--- config.mk ---
export PLATFORM = sky130hd
export DESIGN_NAME = lockin_sweep_ctrl
export DESIGN_NICKNAME = d
export VERILOG_FILES = /design/src/rtl/lockin_sweep_ctrl.sv
export SDC_FILE = /design/constraint.sdc
export NUM_CORES = 1
export LEC_CHECK = 0
export ABC_AREA = 1
export BUFFER_PORTS_ARGS = -buffer_cell sky130_fd_sc_hd__buf_2
export CORE_MARGIN = 5
export CORE_UTILIZATION = 59
export DETAILED_ROUTE_END_ITERATION = 8
export PLACE_DENSITY = 0.9
export SYNTH_ARGS = -nofsm -noshare
export SYNTH_HDL_FRONTEND = slang
export SYNTH_SLANG_ARGS = --single-unit
--- constraint.sdc ---
create_clock -name clk -period 2.99 [get_ports clk]
set_input_delay 0 -clock clk [delete_from_list [all_inputs] [get_ports clk]]
set_output_delay 0 -clock clk [all_outputs]
set_load 0.005 [all_outputs]
--- src/rtl/lockin_sweep_ctrl.sv ---
//==============================================================================
// Module      : lockin_sweep_ctrl
// Description : Lock-in frequency sweep sequencer. Steps the DDS increment,
//               averages |x|+|y| per step and parks on the largest response.
//               Optional per-step result stream: LOCKIN_STEP_STREAM_EN.
// Revision    : 1.0 - initial release
//==============================================================================
`default_nettype none

module lockin_sweep_ctrl #(
   parameter int COUNTER_LENGTH = 32,
   parameter int CART_LENGTH    = 24,
   parameter int AVG_LOG2       = 8,
   parameter int STEP_LENGTH    = 16
) (
   input  logic                      clk,
   input  logic                      rst,
   input  logic                      start,
   input  logic                      abort,
   input  logic [COUNTER_LENGTH-1:0] inc_start,
   input  logic [COUNTER_LENGTH-1:0] inc_step,
   input  logic [STEP_LENGTH-1:0]    n_steps,
   input  logic [STEP_LENGTH-1:0]    settle_cycles,
   input  logic [CART_LENGTH-1:0]    x_in,
   input  logic [CART_LENGTH-1:0]    y_in,
   output logic [COUNTER_LENGTH-1:0] inc_out,
   output logic                      sync_out,
   output logic                      busy,
   output logic                      done,
   output logic                      locked,
   output logic [COUNTER_LENGTH-1:0] peak_inc,
   output logic [CART_LENGTH:0]      peak_mag
`ifdef LOCKIN_STEP_STREAM_EN
   ,
   output logic                      step_valid,
   output logic [COUNTER_LENGTH-1:0] step_inc,
   output logic [CART_LENGTH:0]      step_mag
`endif
);

   localparam int c_MAG_W = CART_LENGTH + 1;
   localparam int c_ACC_W = CART_LENGTH + 1 + AVG_LOG2;

   typedef enum logic [2:0] {
      S_IDLE   = 3'd0,
      S_SYNC   = 3'd1,
      S_SETTLE = 3'd2,
      S_ACCUM  = 3'd3,
      S_EVAL   = 3'd4,
      S_LOCK   = 3'd5
   } state_t;

   state_t                    r_state,      w_state_nxt;
   logic [COUNTER_LENGTH-1:0] r_inc,        w_inc_nxt;
   logic                      r_sync,       w_sync_nxt;
   logic                      r_busy;
   logic                      r_done,       w_done_nxt;
   logic                      r_locked,     w_locked_nxt;
   logic [COUNTER_LENGTH-1:0] r_peak_inc,   w_peak_inc_nxt;
   logic [c_MAG_W-1:0]        r_peak_mag,   w_peak_mag_nxt;
   logic [COUNTER_LENGTH-1:0] r_inc_step,   w_inc_step_nxt;
   logic [STEP_LENGTH-1:0]    r_n_steps,    w_n_steps_nxt;
   logic [STEP_LENGTH-1:0]    r_settle,     w_settle_nxt;
   logic [STEP_LENGTH-1:0]    r_step,       w_step_nxt;
   logic [STEP_LENGTH-1:0]    r_settle_cnt, w_settle_cnt_nxt;
   logic [AVG_LOG2-1:0]       r_acc_cnt,    w_acc_cnt_nxt;
   logic [c_ACC_W-1:0]        r_acc,        w_acc_nxt;
   logic                      r_step_valid, w_step_valid_nxt;
   logic [COUNTER_LENGTH-1:0] r_step_inc,   w_step_inc_nxt;
   logic [c_MAG_W-1:0]        r_step_mag,   w_step_mag_nxt;

   // Two's-complement negation in CART_LENGTH bits yields the exact unsigned
   // magnitude, including for the most negative input.
   logic [CART_LENGTH-1:0] w_abs_x, w_abs_y;
   logic [c_MAG_W-1:0]     w_sample;
   logic [c_ACC_W-1:0]     w_acc_sum;
   logic [c_MAG_W-1:0]     w_mean;
   logic                   w_take;

   assign w_abs_x   = x_in[CART_LENGTH-1] ? (~x_in + CART_LENGTH'(1)) : x_in;
   assign w_abs_y   = y_in[CART_LENGTH-1] ? (~y_in + CART_LENGTH'(1)) : y_in;
   assign w_sample  = {1'b0, w_abs_x} + {1'b0, w_abs_y};
   assign w_acc_sum = r_acc + {{AVG_LOG2{1'b0}}, w_sample};
   assign w_mean    = r_acc[c_ACC_W-1:AVG_LOG2];
   assign w_take    = (r_step == '0) || (w_mean > r_peak_mag);

   always_comb begin
      w_state_nxt      = r_state;
      w_inc_nxt        = r_inc;
      w_sync_nxt       = 1'b0;
      w_done_nxt       = 1'b0;
      w_locked_nxt     = r_locked;
      w_peak_inc_nxt   = r_peak_inc;
      w_peak_mag_nxt   = r_peak_mag;
      w_inc_step_nxt   = r_inc_step;
      w_n_steps_nxt    = r_n_steps;
      w_settle_nxt     = r_settle;
      w_step_nxt       = r_step;
      w_settle_cnt_nxt = r_settle_cnt;
      w_acc_cnt_nxt    = r_acc_cnt;
      w_acc_nxt        = r_acc;
      w_step_valid_nxt = 1'b0;
      w_step_inc_nxt   = r_step_inc;
      w_step_mag_nxt   = r_step_mag;

      case (r_state)
         S_IDLE: begin
            if (abort) begin
               w_locked_nxt = 1'b0;
            end else if (start) begin
               w_locked_nxt   = 1'b0;
               w_inc_step_nxt = inc_step;
               w_n_steps_nxt  = n_steps;
               w_settle_nxt   = settle_cycles;
               if (n_steps == '0) begin
                  w_done_nxt = 1'b1;
               end else begin
                  w_state_nxt    = S_SYNC;
                  w_sync_nxt     = 1'b1;
                  w_inc_nxt      = inc_start;
                  w_step_nxt     = '0;
                  w_peak_inc_nxt = '0;
                  w_peak_mag_nxt = '0;
                  w_acc_nxt      = '0;
                  w_acc_cnt_nxt  = '0;
               end
            end
         end
         S_SYNC: begin
            w_settle_cnt_nxt = r_settle;
            w_state_nxt      = S_SETTLE;
         end
         S_SETTLE: begin
            if (r_settle_cnt == '0) begin
               w_state_nxt   = S_ACCUM;
               w_acc_cnt_nxt = '0;
            end else begin
               w_settle_cnt_nxt = r_settle_cnt - STEP_LENGTH'(1);
            end
         end
         S_ACCUM: begin
            w_acc_nxt     = w_acc_sum;
            w_acc_cnt_nxt = r_acc_cnt + AVG_LOG2'(1);
            if (&r_acc_cnt) begin
               w_state_nxt = S_EVAL;
               // Published during EVAL, so the mean includes this last sample.
               w_step_valid_nxt = 1'b1;
               w_step_inc_nxt   = r_inc;
               w_step_mag_nxt   = w_acc_sum[c_ACC_W-1:AVG_LOG2];
            end
         end
         S_EVAL: begin
            if (w_take) begin
               w_peak_inc_nxt = r_inc;
               w_peak_mag_nxt = w_mean;
            end
            w_acc_nxt = '0;
            if (r_step == r_n_steps - STEP_LENGTH'(1)) begin
               w_state_nxt  = S_LOCK;
               w_inc_nxt    = w_peak_inc_nxt;
               w_sync_nxt   = 1'b1;
               w_done_nxt   = 1'b1;
               w_locked_nxt = 1'b1;
            end else begin
               w_state_nxt = S_SYNC;
               w_sync_nxt  = 1'b1;
               w_inc_nxt   = r_inc + r_inc_step;
               w_step_nxt  = r_step + STEP_LENGTH'(1);
            end
         end
         S_LOCK: begin
            w_state_nxt = S_IDLE;
         end
         default: begin
            w_state_nxt = S_IDLE;
         end
      endcase

      // Abort wins over every transition; partial results are left in place.
      if (abort && (r_state != S_IDLE)) begin
         w_state_nxt      = S_IDLE;
         w_inc_nxt        = r_inc;
         w_sync_nxt       = 1'b0;
         w_done_nxt       = 1'b0;
         w_locked_nxt     = 1'b0;
         w_peak_inc_nxt   = r_peak_inc;
         w_peak_mag_nxt   = r_peak_mag;
         w_step_valid_nxt = 1'b0;
         w_step_inc_nxt   = r_step_inc;
         w_step_mag_nxt   = r_step_mag;
      end
   end

   always_ff @(posedge clk or negedge rst) begin
      if (!rst) begin
         r_state      <= S_IDLE;
         r_inc        <= '0;
         r_sync       <= 1'b0;
         r_busy       <= 1'b0;
         r_done       <= 1'b0;
         r_locked     <= 1'b0;
         r_peak_inc   <= '0;
         r_peak_mag   <= '0;
         r_inc_step   <= '0;
         r_n_steps    <= '0;
         r_settle     <= '0;
         r_step       <= '0;
         r_settle_cnt <= '0;
         r_acc_cnt    <= '0;
         r_acc        <= '0;
         r_step_valid <= 1'b0;
         r_step_inc   <= '0;
         r_step_mag   <= '0;
      end else begin
         r_state      <= w_state_nxt;
         r_inc        <= w_inc_nxt;
         r_sync       <= w_sync_nxt;
         r_busy       <= (w_state_nxt != S_IDLE);
         r_done       <= w_done_nxt;
         r_locked     <= w_locked_nxt;
         r_peak_inc   <= w_peak_inc_nxt;
         r_peak_mag   <= w_peak_mag_nxt;
         r_inc_step   <= w_inc_step_nxt;
         r_n_steps    <= w_n_steps_nxt;
         r_settle     <= w_settle_nxt;
         r_step       <= w_step_nxt;
         r_settle_cnt <= w_settle_cnt_nxt;
         r_acc_cnt    <= w_acc_cnt_nxt;
         r_acc        <= w_acc_nxt;
         r_step_valid <= w_step_valid_nxt;
         r_step_inc   <= w_step_inc_nxt;
         r_step_mag   <= w_step_mag_nxt;
      end
   end

   assign inc_out  = r_inc;
   assign sync_out = r_sync;
   assign busy     = r_busy;
   assign done     = r_done;
   assign locked   = r_locked;
   assign peak_inc = r_peak_inc;
   assign peak_mag = r_peak_mag;

`ifdef LOCKIN_STEP_STREAM_EN
   assign step_valid = r_step_valid;
   assign step_inc   = r_step_inc;
   assign step_mag   = r_step_mag;
`else
   // Stream registers are unloaded without the stream ports and get trimmed.
   logic w_stream_unused;
   assign w_stream_unused = r_step_valid ^ (^r_step_inc) ^ (^r_step_mag);
`endif

endmodule

`default_nettype wire

* Word level (Yosys, flattened, before mapping)
Index checks and enable logic that the tools add are counted.
W data, S select, Z words.
** Word-level totals
- Output and inout port bits :: 93
- Input port bits :: 148
- Register bits after elaboration :: 233
- Logic and storage cells :: 122
** Operators by class
- Reductions and logical operators :: 22
- Mux-type cells :: 57
- Bitwise gates (word level) :: 4
- Order comparisons :: 1
- Add/sub/neg operators :: 9
- Eq/ne operators :: 14
** Operators by type and width (number)
- $mux W32 :: 8
- $pmux W32 S2 :: 2
- $mux W25 :: 4
- $mux W33 :: 3
- $pmux W33 S3 :: 1
- $mux W16 :: 5
- $pmux W16 S2 :: 2
- $pmux W25 S2 :: 1
- $add A24 B1 Y24 const B :: 2
- $logic_not A16 Y1 :: 3
- $mux W24 :: 2
- $not A24 Y24 :: 2
- $add A33 B25 Y33 :: 1
- $add A32 B32 Y32 :: 1
- $mux W8 :: 4
- $sub A16 B1 Y16 const B :: 2
- $add A24 B24 Y25 :: 1
- $gt A25 B25 Y1 :: 1
- $pmux W8 S3 :: 1
- $mux W3 :: 7
- $add A16 B1 Y16 const B :: 1
- $eq A16 B16 Y1 :: 1
- $pmux W3 S5 :: 1
- $reduce_and A5 Y1 :: 3
- other kinds (20) :: 48

* Longest topological paths before layout
- Depth in word-level cells :: 7
- Mapped depth :: 25

* Worst setup path before layout
OpenSTA, ideal clock, no wires.
- Path kind :: input -> register
- From :: input x_in[1]
- To :: register r_acc[25]
- Library setup time :: 118 ps
- Data required time :: 2872 ps
- Stages on the path :: 22
- Arrival time :: 3113 ps
- Path slack :: -242 ps
- Cell sequence :: inv_1 ha_1 nand4_1 nor2_1 nand4_1 nor2_1 nand2_1 o31ai_1 xnor2_1 inv_1 fa_1 inv_1 ha_1 a21oi_1 o21ai_0 a21oi_1 nand3_1 nand2_1 inv_1 o21ai_0 xor2_1 nor2_1
** Between the ends
- Cells in the longest elaborated chain, start to end :: 6
** RTL lines
- start, declared :: RTL line 24 : input logic [CART_LENGTH-1:0] x_in,
- $not A24 Y24 :: RTL line 80 : assign w_abs_x = x_in[CART_LENGTH-1] ? (~x_in + CART_LENGTH'(1)) : x_in;
- $add A24 B1 Y24 :: RTL line 80
- $mux W24 * :: RTL line 80
- $add A24 B24 Y25 * :: RTL line 82 : assign w_sample = {1'b0, w_abs_x} + {1'b0, w_abs_y};
- $add A33 B25 Y33 * :: RTL line 83 : assign w_acc_sum = r_acc + {{AVG_LOG2{1'b0}}, w_sample};
- $pmux W33 S3 * :: RTL line 106 : case (r_state)
- end signal, assigned :: RTL line 229 : r_acc <= w_acc_nxt;
- end, declared :: RTL line 67 : logic [c_ACC_W-1:0] r_acc, w_acc_nxt;
Mark *: on every way between the ends. The rest lies on a longest branch, timed or not.
A chain may end at the register's enable or synchronous reset.

* Worst setup path in the final report
- From :: input x_in[7]
- To :: register r_acc[27]
Same word-level chain as after synthesis.

==> key figures <==
Place
  – Port buffer count: 240
  – Post-DP HPWL: between 40 and 50 mm
  – RePlAce Congestion: around 1
  – Dpl cell area: 0.0200 mm2

Timing
  – Final setup viols: 4
  – Post-route clock period utilization: 1.01
  – Worst slew margin: 0.295
  – Min Tclk post-route: just over 3 ns
  – Clock Skews: 0.0230 ns
  – RSZ-0062 raised after global routing: yes
  – Fmax: 330 MHz
  – Hold Fails Final Rpt: 0
  – Setup WS post-layout: -0.0445 ns
  – Slew Viols, Final: 0
  – TNS Setup: -0.0939 ns
  – Hold slack: 0.0731 ns
  – Worst-Margin Slew: between 1 and 1.5 ns

Critical path
  – Critical path fanouts, max: 4
  – CP Launch Type: input port
  – Critical Path AT: ~3.5 ns
  – WS Path Type: in -> reg
  – CP required: 3.42 ns
  – Crit. End Element: flip-flop

Routing
  – Wirelength per Cell: 18.2 um
  – 1st-iter DRT viols: just over 2,000
  – Via count: 19,400
  – DRT Pass-1 Iters: 6
  – Post-route ant nets: 0
  – Routed vias/inst: roughly 5.8
  – Drt drc: 0
  – Final WL: 60.8 mm

Floorplanning
  – Die height: around 180 um
  – CORE AREA: around 0.03 mm2
  – Die width: 183 um
  – Initial Util: 0.596
  – Io pins: 241
  – Die ar.: between 0.03 and 0.04 mm2
  – Rows: between 60 and 70

Synth
  – Mapped Cells: around 2,500
  – Post-synth top cells: 580 x nand2_1, 348 x inv_1, 312 x nor2_1
  – EDFF count, synth: 0
  – Synth Net Count: roughly 2,700
  – Avg Inst Size Synth: about 7 um2
  – Synth area leader: dfrtp_1
  – Post-synthesis async set-or-reset flop share: 1.00
  – Distinct cells, synth: between 40 and 50
  – Yosys top cell area share: 0.332
  – Primary FF master, synth: dfrtp_1
  – Sequential fraction of the synthesis area: 0.332
  – Mapped Area: ~0.018 mm2
  – Leading cell type by number of instances after synthesis: nand2_1
  – Synth warn: 0
  – Synth Register Bits: between 200 and 250
  – Largest cells by area after synthesis: dfrtp_1 33%, nand2_1 12%, inv_1 7.4%

Clocking
  – Sinks on Clock Net: between 200 and 250
  – H-Tree Depth: 1
  – Reg clk slew, reported paths: approximately 0.060 ns
  – Clock Tree Buf Depth: 3
  – Later-pin clock latency in the skew report: 0.56 ns
  – Clock Tree Root: clkbuf_16
  – CTS tree: built
  – Cts bufs inserted: 27

Pwr
  – Cell Pwr Density: about 720 mW/mm2
  – Peak VDD IR: 0.481 mV
  – Lkg Pwr: ~0.012 uW

GRT
  – Initial antenna violation count: 4
  – First-pass GRT wire length: between 90 and 100 mm
  – Largest net degree at the start of global routing: 102
  – M2 GR Usage: 0.593
  – GR peak layer: met2
  – Tot GR Track Use: 0.353
  – Met3 GRT Util: 0.0598
  – Met1 usage: 0.444
  – Vias in the first global route: between 15,000 and 20,000
  – Gr ovfl total: 0

Cells and area
  – Flip-flop and latch area: between 0.005 and 0.006 mm2
  – Area Overhead vs Synth: 27.1%
  – Design area: 0.0223 mm2
  – Multi-input gate area in the final layout: 0.0104 mm2
  – Layout fillers: about 2,100
  – Layout cell share with drive strength beyond 1: 0.200
  – # nets final: 3,183

Job
  – Max-cap violations: 0

Outcome
  – Failing checks: setup timing
  – Status: finished with violations

Hold path
  – Hold Path Class: in -> async
cell usage in the layout, fill, tap and decap left out, types with 8 or more instances in the layout:
cell type | synthesis | routed
o22ai_1 | 10 | 10
xor2_1 | 76 | 75
nand4_1 | 31 | 31
nor3_1 | 33 | 25
o21ai_2 | 12 | 15
inv_2 | 5 | 8
nor2_4 | 7 | 8
a21oi_1 | 129 | 115
nor2_2 | 6 | 16
ha_1 | 87 | 80
dfrtp_1 | 233 | 233
nand2_2 | 7 | 17
nand3_2 | 1 | 9
o21ai_0 | 195 | 177
nand2_1 | 580 | 568
xnor2_1 | 25 | 25
fa_1 | 26 | 25
dlygate4sd3_1 | 0 | 101
clkbuf_16 | 0 | 27
inv_1 | 348 | 342
mux2_2 | 46 | 46
buf_2 | 16 | 236
a21oi_2 | 0 | 14
buf_4 | 1 | 135
nand3b_1 | 10 | 10
nand3_1 | 174 | 165
a31oi_1 | 8 | 8
o21ai_1 | 3 | 18
nor2_1 | 312 | 301
cell families after synthesis:
family	count (synthesis)	share of synthesized area
AO/OA/AOI/OAI	383	0.117
adder cells (fa/ha/maj)	113	0.0916
buffers and inverters	427	0.0959
flip-flops	233	0.332
multiplexers	46	0.0295
XOR/XNOR	101	0.0504
AND/OR/NAND/NOR	1182	0.284
path summary, 6_finish.rpt:
kind	end	depth (start not counted)	startpoint	slack, ns
hold / removal	r_n_steps[0]$_DFFE_PN0P_	2	rst	0.07
hold reg to reg	r_inc_step[2]$_DFFE_PN0P_	1	r_inc_step[2]$_DFFE_PN0P_	0.52
setup / recovery	r_acc[27]$_DFFE_PN0P_	24	x_in[7]	-0.04
min in group clk	r_acc[0]$_DFFE_PN0P_	4	x_in[0]	0.10
max in group asynchronous	r_inc_step[24]$_DFFE_PN0P_	3	rst	2.11
setup reg to reg	r_acc[13]$_DFFE_PN0P_	14	r_acc[1]$_DFFE_PN0P_	0.02
stage by stage:
stage / cells / util / worst slack, ns / power [uW]
finish: 3335 / 0.757 / -0.0445 / 16200
global route: 3335 / 0.757 / -0.374 / 17200
CTS: 3322 / 0.746 / -0.0220 / 15500
detailed placement: 3171 / 0.680 / -0.674 / 11900
global placement: 3171 / 0.680 / -0.516 / 11700
floorplan: 2485 / - / -0.0312 / 9180
report_power, final:
group / internal (uW) / leakage [uW] / switching (uW) / total, uW
clock network: 1950 / 0.000434 / 1420 / 3360
logic: 3400 / 0.00819 / 5100 / 8500
registers: 3700 / 0.00298 / 600 / 4300
registers in the layout, summed over array words and instances, names as in the netlist, 3 cells and up:
register      flops
r_step           16
r_acc            33
r_state           3
inc_out          32
peak_mag         25
peak_inc         32
r_settle         16
r_inc_step       32
r_acc_cnt         8
r_n_steps        16
r_settle_cnt     16
timing repair:
| action | in CTS | in global routing |
|---|---|---|
| endpoints found under the setup margin | 9 | 31 |
| resized for setup | 14 | 79 |
| hold buffers | 101 | 0 |
| pin swaps | 10 | 43 |
| setup buffers | 2 | 9 |
| hold endpoints to repair | 199 | 0 |
critical path, cell delays in order:
cell and delay [ns]:
buf_2 0.11, nor2_1 0.22, nand3_2 0.16, nor2_4 0.14
nand2_2 0.07, nor3_2 0.14, nand2_1 0.11, nand2_2 0.09
o211ai_1 0.13, nor2_1 0.15, xor2_1 0.18, inv_1 0.10
fa_1 0.56, inv_2 0.05, ha_4 0.31, nand2_4 0.08
nor3_4 0.19, nand4_1 0.14, nand3_2 0.14, nand2_1 0.06
nand2_1 0.07, nand2_1 0.07, o21ai_1 0.16, a21oi_1 0.05
layer usage:
metal,routed length (um),part of all wire
met1,22800,0.37
met4,3720,0.061
met2,28700,0.47
met3,5560,0.092
met5,0,0
cell type report:
cell class | instances | area share
Multi-Input combinational cell | 1825 | 0.466
Sequential cell | 233 | 0.261
Timing Repair Buffer | 481 | 0.150
Inverter | 354 | 0.0603
Clock buffer | 38 | 0.0339
Tap cell | 390 | 0.0219
Clock inverter | 10 | 0.00544
Antenna cell | 4 | 0.000448
(Power assumes the default switching activity.)
